### src/rtl/alu_pkg.sv
// Shared ALU definitions: opcode encoding and default operand width.
// Divider support is selected by the ALU_DIV_EN macro (see alu.sv).
package alu_pkg;

  localparam int ALU_DATA_W = 32;

  typedef enum logic [4:0] {
    OP_ADD  = 5'd0,
    OP_SUB  = 5'd1,
    OP_AND  = 5'd2,
    OP_OR   = 5'd3,
    OP_SHR  = 5'd4,
    OP_SHL  = 5'd5,
    OP_NOT  = 5'd6,
    OP_ROL  = 5'd7,
    OP_ROR  = 5'd8,
    OP_SHRA = 5'd9,
    OP_MUL  = 5'd10,
    OP_DIV  = 5'd11,
    OP_NEG  = 5'd12,
    OP_XOR  = 5'd13
  } alu_op_e;

endpackage

### src/rtl/alu_if.sv
// Operand/opcode/result bundle between an ALU and whatever drives it.
interface alu_if #(
  parameter int DATA_W = 32
);

  logic [DATA_W-1:0]   input_a;
  logic [DATA_W-1:0]   input_b;
  logic [4:0]          opcode;
  logic [2*DATA_W-1:0] ALU_result;

  modport master (output input_a, output input_b, output opcode, input ALU_result);
  modport slave  (input input_a, input input_b, input opcode, output ALU_result);

endinterface

### src/rtl/alu_div.sv
// Combinational signed divider: quotient truncates toward zero, remainder follows the dividend's sign.
module alu_div #(
  parameter int DATA_W = 32
) (
  input  logic signed [DATA_W-1:0] dividend,
  input  logic signed [DATA_W-1:0] divisor,
  output logic signed [DATA_W-1:0] quotient,
  output logic signed [DATA_W-1:0] remainder
);

  localparam logic [DATA_W-1:0] MOST_NEG = {1'b1, {(DATA_W-1){1'b0}}};

  // The two overflow-prone cases are resolved explicitly so the result never depends on tool behaviour.
  always_comb begin
    quotient  = '0;
    remainder = '0;
    if (divisor == '0) begin
      quotient  = '1;
      remainder = dividend;
    end else if ((dividend == MOST_NEG) && (divisor == '1)) begin
      quotient  = dividend;
      remainder = '0;
    end else begin
      quotient  = dividend / divisor;
      remainder = dividend % divisor;
    end
  end

endmodule

### src/rtl/alu.sv
// Single-cycle ALU with one registered result (HI:LO). The divider for opcode 11
// is only built when ALU_DIV_EN is defined; otherwise opcode 11 returns zero.
module alu
  import alu_pkg::*;
#(
  parameter int DATA_W = ALU_DATA_W
) (
  input  logic   clock,
  input  logic   clear,
  alu_if.slave   bus
);

  localparam int RES_W = 2 * DATA_W;

  logic        [DATA_W-1:0] a_u;
  logic        [DATA_W-1:0] b_u;
  logic signed [DATA_W-1:0] a_s;
  logic signed [DATA_W-1:0] b_s;
  logic signed [RES_W-1:0]  a_ext;
  logic signed [RES_W-1:0]  b_ext;
  logic signed [RES_W-1:0]  mul_full;
  logic        [4:0]        sh;
  logic        [RES_W-1:0]  result_d;
  logic        [RES_W-1:0]  result_q;

  function automatic logic [RES_W-1:0] lo_only(input logic [DATA_W-1:0] v);
    return {{DATA_W{1'b0}}, v};
  endfunction

  assign a_u   = bus.input_a;
  assign b_u   = bus.input_b;
  assign a_s   = bus.input_a;
  assign b_s   = bus.input_b;
  assign sh    = b_u[4:0];
  assign a_ext = {{DATA_W{a_s[DATA_W-1]}}, a_s};
  assign b_ext = {{DATA_W{b_s[DATA_W-1]}}, b_s};
  assign mul_full = a_ext * b_ext;

`ifdef ALU_DIV_EN
  logic signed [DATA_W-1:0] div_quo;
  logic signed [DATA_W-1:0] div_rem;

  alu_div #(.DATA_W(DATA_W)) u_div (
    .dividend (a_s),
    .divisor  (b_s),
    .quotient (div_quo),
    .remainder(div_rem)
  );
`endif

  // Rotates rely on a shift by DATA_W yielding zero, so amount 0 passes A through.
  always_comb begin
    result_d = '0;
    case (bus.opcode)
      OP_ADD:  result_d = lo_only(a_u + b_u);
      OP_SUB:  result_d = lo_only(a_u - b_u);
      OP_AND:  result_d = lo_only(a_u & b_u);
      OP_OR:   result_d = lo_only(a_u | b_u);
      OP_SHR:  result_d = lo_only(a_u >> sh);
      OP_SHL:  result_d = lo_only(a_u << sh);
      OP_NOT:  result_d = lo_only(~a_u);
      OP_ROL:  result_d = lo_only((a_u << sh) | (a_u >> (DATA_W - int'(sh))));
      OP_ROR:  result_d = lo_only((a_u >> sh) | (a_u << (DATA_W - int'(sh))));
      OP_SHRA: result_d = lo_only(a_s >>> sh);
      OP_MUL:  result_d = mul_full;
`ifdef ALU_DIV_EN
      OP_DIV:  result_d = {div_rem, div_quo};
`else
      OP_DIV:  result_d = '0;
`endif
      OP_NEG:  result_d = lo_only(-a_u);
      OP_XOR:  result_d = lo_only(a_u ^ b_u);
      default: result_d = '0;
    endcase
  end

  always_ff @(posedge clock) begin
    if (clear) begin
      result_q <= '0;
    end else begin
      result_q <= result_d;
    end
  end

  assign bus.ALU_result = result_q;

endmodule

### src/flat_wrapper.sv
// flat-port wrapper written by rule: the top's interface ports become plain ports
module alu_flat import alu_pkg::*;
#(
  parameter int DATA_W = ALU_DATA_W
)
  (clock, clear, bus_input_a, bus_input_b, bus_opcode, bus_ALU_result);
  alu_if #(.DATA_W(DATA_W)) bus_i ();
  input  logic clock;
  input  logic clear;
  input wire logic [$bits(bus_i.input_a)-1:0] bus_input_a;
  input wire logic [$bits(bus_i.input_b)-1:0] bus_input_b;
  input wire logic [$bits(bus_i.opcode)-1:0] bus_opcode;
  output wire logic [$bits(bus_i.ALU_result)-1:0] bus_ALU_result;
  assign bus_i.input_a = bus_input_a;
  assign bus_i.input_b = bus_input_b;
  assign bus_i.opcode = bus_opcode;
  assign bus_ALU_result = bus_i.ALU_result;
  alu #(.DATA_W(DATA_W)) u_core (.clock(clock), .clear(clear), .bus(bus_i));
endmodule
### config.mk
export PLATFORM = sky130hd
export DESIGN_NAME = alu_flat
export DESIGN_NICKNAME = d
export VERILOG_FILES = /design/src/rtl/alu_pkg.sv /design/src/rtl/alu_if.sv /design/src/rtl/alu_div.sv /design/src/rtl/alu.sv /design/src/flat_wrapper.sv
export SDC_FILE = /design/constraint.sdc
export NUM_CORES = 2
export LEC_CHECK = 0
export CAP_MARGIN = 40
export CORE_MARGIN = 2
export CORE_UTILIZATION = 45
export CTS_BUF_LIST = sky130_fd_sc_hd__clkbuf_4
export DETAILED_ROUTE_END_ITERATION = 12
export GPL_TIMING_DRIVEN = 0
export SYNTH_ARGS = -nofsm -noshare
export SYNTH_HDL_FRONTEND = slang
export SYNTH_SLANG_ARGS = --single-unit
### constraint.sdc
create_clock -name clock -period 31.1 [get_ports clock]
set_input_delay 6.22 -clock clock [delete_from_list [all_inputs] [get_ports clock]]
set_output_delay 6.22 -clock clock [all_outputs]
set_load 0.01 [all_outputs]
==> results.yml <==
status:
  status: "finished clean"
logic_synthesis:
  netlist_area_um2: 48000
  yosysUniqueCellTypes: 78
  synth_top_flop_cell: "dfxtp_1"
  synth_top_area_cell: "fa_1"
  synthTopCellsByArea: "fa_1 45%, inv_1 7.8%, ha_1 7.4%, nor2_1 6.7%, nand2_1 5.3%"
  ys.warnings.count: 0
  syn_nets: 7251
  ys_seq_area_share_pct: 2.67
  yosysTopAreaCellShare_pct: 45.1
  synth_edf_count: 0
  netlist_instances: 5814
  avgSynthCellArea_um2: 8.26
  ys_ff_latch: 64
  synth-async-reset-ratio_pct: 0
sta:
  hold_viol: 0
  tightestPinTransition_ns: 1.08
  slew-limit-headroom_pct: 27.6
  min_period_ns: 18.17
  tns_ns: 0
  drv_slew: 0
  timing.final.crit_share_pct: 58.4
  rsz0062_at_grt: "no"
  fmax_mhz: 55.0
  setup_viol: 0
flow_run:
  maxCapViolCount: 0
clocking:
  tritoncts: "built"
  cts_buffer_depth: 2
  hold_buffers: 0
  cts_max_level: 3
  cts.sinks: 64
  root_buffer: "clkbuf_4"
  clk_pin_slew_ns: 0.17
  cts_made_buffers: 9
  cts_resized: 0
  cts_setup_buffers: 0
grt:
  grt_start_max_net_pins: 27
  grt-ovfl-total: 0
  grt_use_total_pct: 52.4
  grt_pass1_wl_mm: 389
  antenna_found_initial: 29
  grt_pass1_vias: 49200
setup_path:
  cp_slowest_cell: "clkdlybuf4s50_1"
  critPathMostFrequentCell: "fa_1"
  critPathLaunchType: "input port"
  critical_path.max_fanout: 10
  critPathBufInv: 13
  endpoint_kind: "flop"
  critical-path-max-stage-delay_ns: 1.04
  worstSetupPathType: "input port to flop"
  worstPathRequired_ns: 31.65
  arrival_ns: 18.72
  crit_family: "buffers and inverters"
place:
  dp_cells: 7541
  portBuffers: 131
  place_congestion: 1.16
  dp_hpwl_mm: 241
die:
  fp.dieW_um: 331
  start_util_pct: 45.5
  coreArea_um2: 106000
  die_y_um: 331
  rows: 119
  die_area_um2: 109000
  io_pins: 135
worst_hold_path:
  hp-class: "input port to flop"
route:
  drt_first_pass_iters: 8
  wl_per_cell_um: 37.2
  drtIter0Drc: 6863
  vias: 48700
  final_antenna_net_count: 0
  drc: 0
  wl_mm: 282
  vias_per_cell: 6.41
final_layout:
  fin_nets: 7606
  final_common_cell: "fa_1"
  mostFrequentLayoutCells: "1082 x fa_1, 1000 x inv_1, 860 x nor2_1, 674 x nand2_1, 283 x ha_1"
  drive_above_1_share_pct: 5.73
  largest_reg_flops: 64
  fin_util_pct: 50.9
  fin_cells: 7590
  nFillCells: 10300
  area_growth_pct: 11.9
-- path summary, 6_finish.rpt --
path,start,end,slack [ns],cells past startpoint
min,bus_opcode[4],u_core.bus.ALU_result[31]$_SDFF_PP0_,6.53,4
max,bus_input_b[4],u_core.bus.ALU_result[60]$_SDFF_PP0_,12.93,33
-- cells in the mapped netlist (19+ instances only) --
cell and number:
fa_1 1083, inv_1 1000, nor2_1 860, nand2_1 674, ha_1 283, clkbuf_1 250, a21oi_1 240, o21ai_0 188
xnor2_1 122, buf_1 99, mux2i_1 99, dfxtp_1 64, a211oi_1 63, a21o_1 61, nor3_1 59, a31oi_1 47
o22ai_1 47, nand3_1 41, buf_2 35, nand4_1 32, mux4_2 31, xor2_1 29, a221oi_1 25, nand2b_1 24
o211ai_1 24, o221ai_1 22, clkinv_1 19
-- metrics by stage --
stage               worst slack (ns)  hold WS [ns]  area [µm²]
finish                         12.93          6.53       53800
global route                   13.04          6.50       53700
CTS                            13.52          6.43       53600
detailed placement             12.77          6.95       53400
global placement               11.99          6.96       51100
floorplan                      16.75          6.51       48000
-- layer usage --
metal  up-vias  global-route usage, %  routed length [µm]
met3      1326                   21.3               38900
met1     24300                   61.6               96700
met4        12                   46.8               33300
met5         -                      0                  89
met2      4101                   73.3              113000
li1      19000                      -                   -
-- cells by family (layout without fill, tap and decap cells) --
kind of cell	count (synthesis)	after routing	share of synthesized area (%)
and+or+nand+nor	1784	1784	15.1
buffers and inverters	1417	1777	11.2
adders and majority gates	1366	1366	52.5
AOI/OAI and AO/OA	884	884	11.8
xor gates and xnor gates	151	151	2.75
muxes	148	148	3.94
DFF	64	64	2.67
other	0	25	0
-- tightest hold or removal path: stages --
cell,delay [ns]
clkbuf_1,0.32
nor2_1,0.13
nand2_1,0.36
a41oi_1,0.08
-- layout make-up --
type | count | area [µm²] | area share [%]
tap | 1391 | 1740 | 3.24
timing repair buffer | 344 | 3720 | 6.93
buffer | 390 | 1530 | 2.85
antenna | 25 | 62.6 | 0.116
inverter | 1027 | 3850 | 7.17
clock buffer | 9 | 67.6 | 0.126
clock inverter | 7 | 103 | 0.191
multi-input combinational | 4333 | 41400 | 77.0
sequential | 64 | 1280 | 2.38
Power is left out: the tool's default activity adds up to more than one toggle a clock period on the data nets, which glitch-free logic cannot reach.
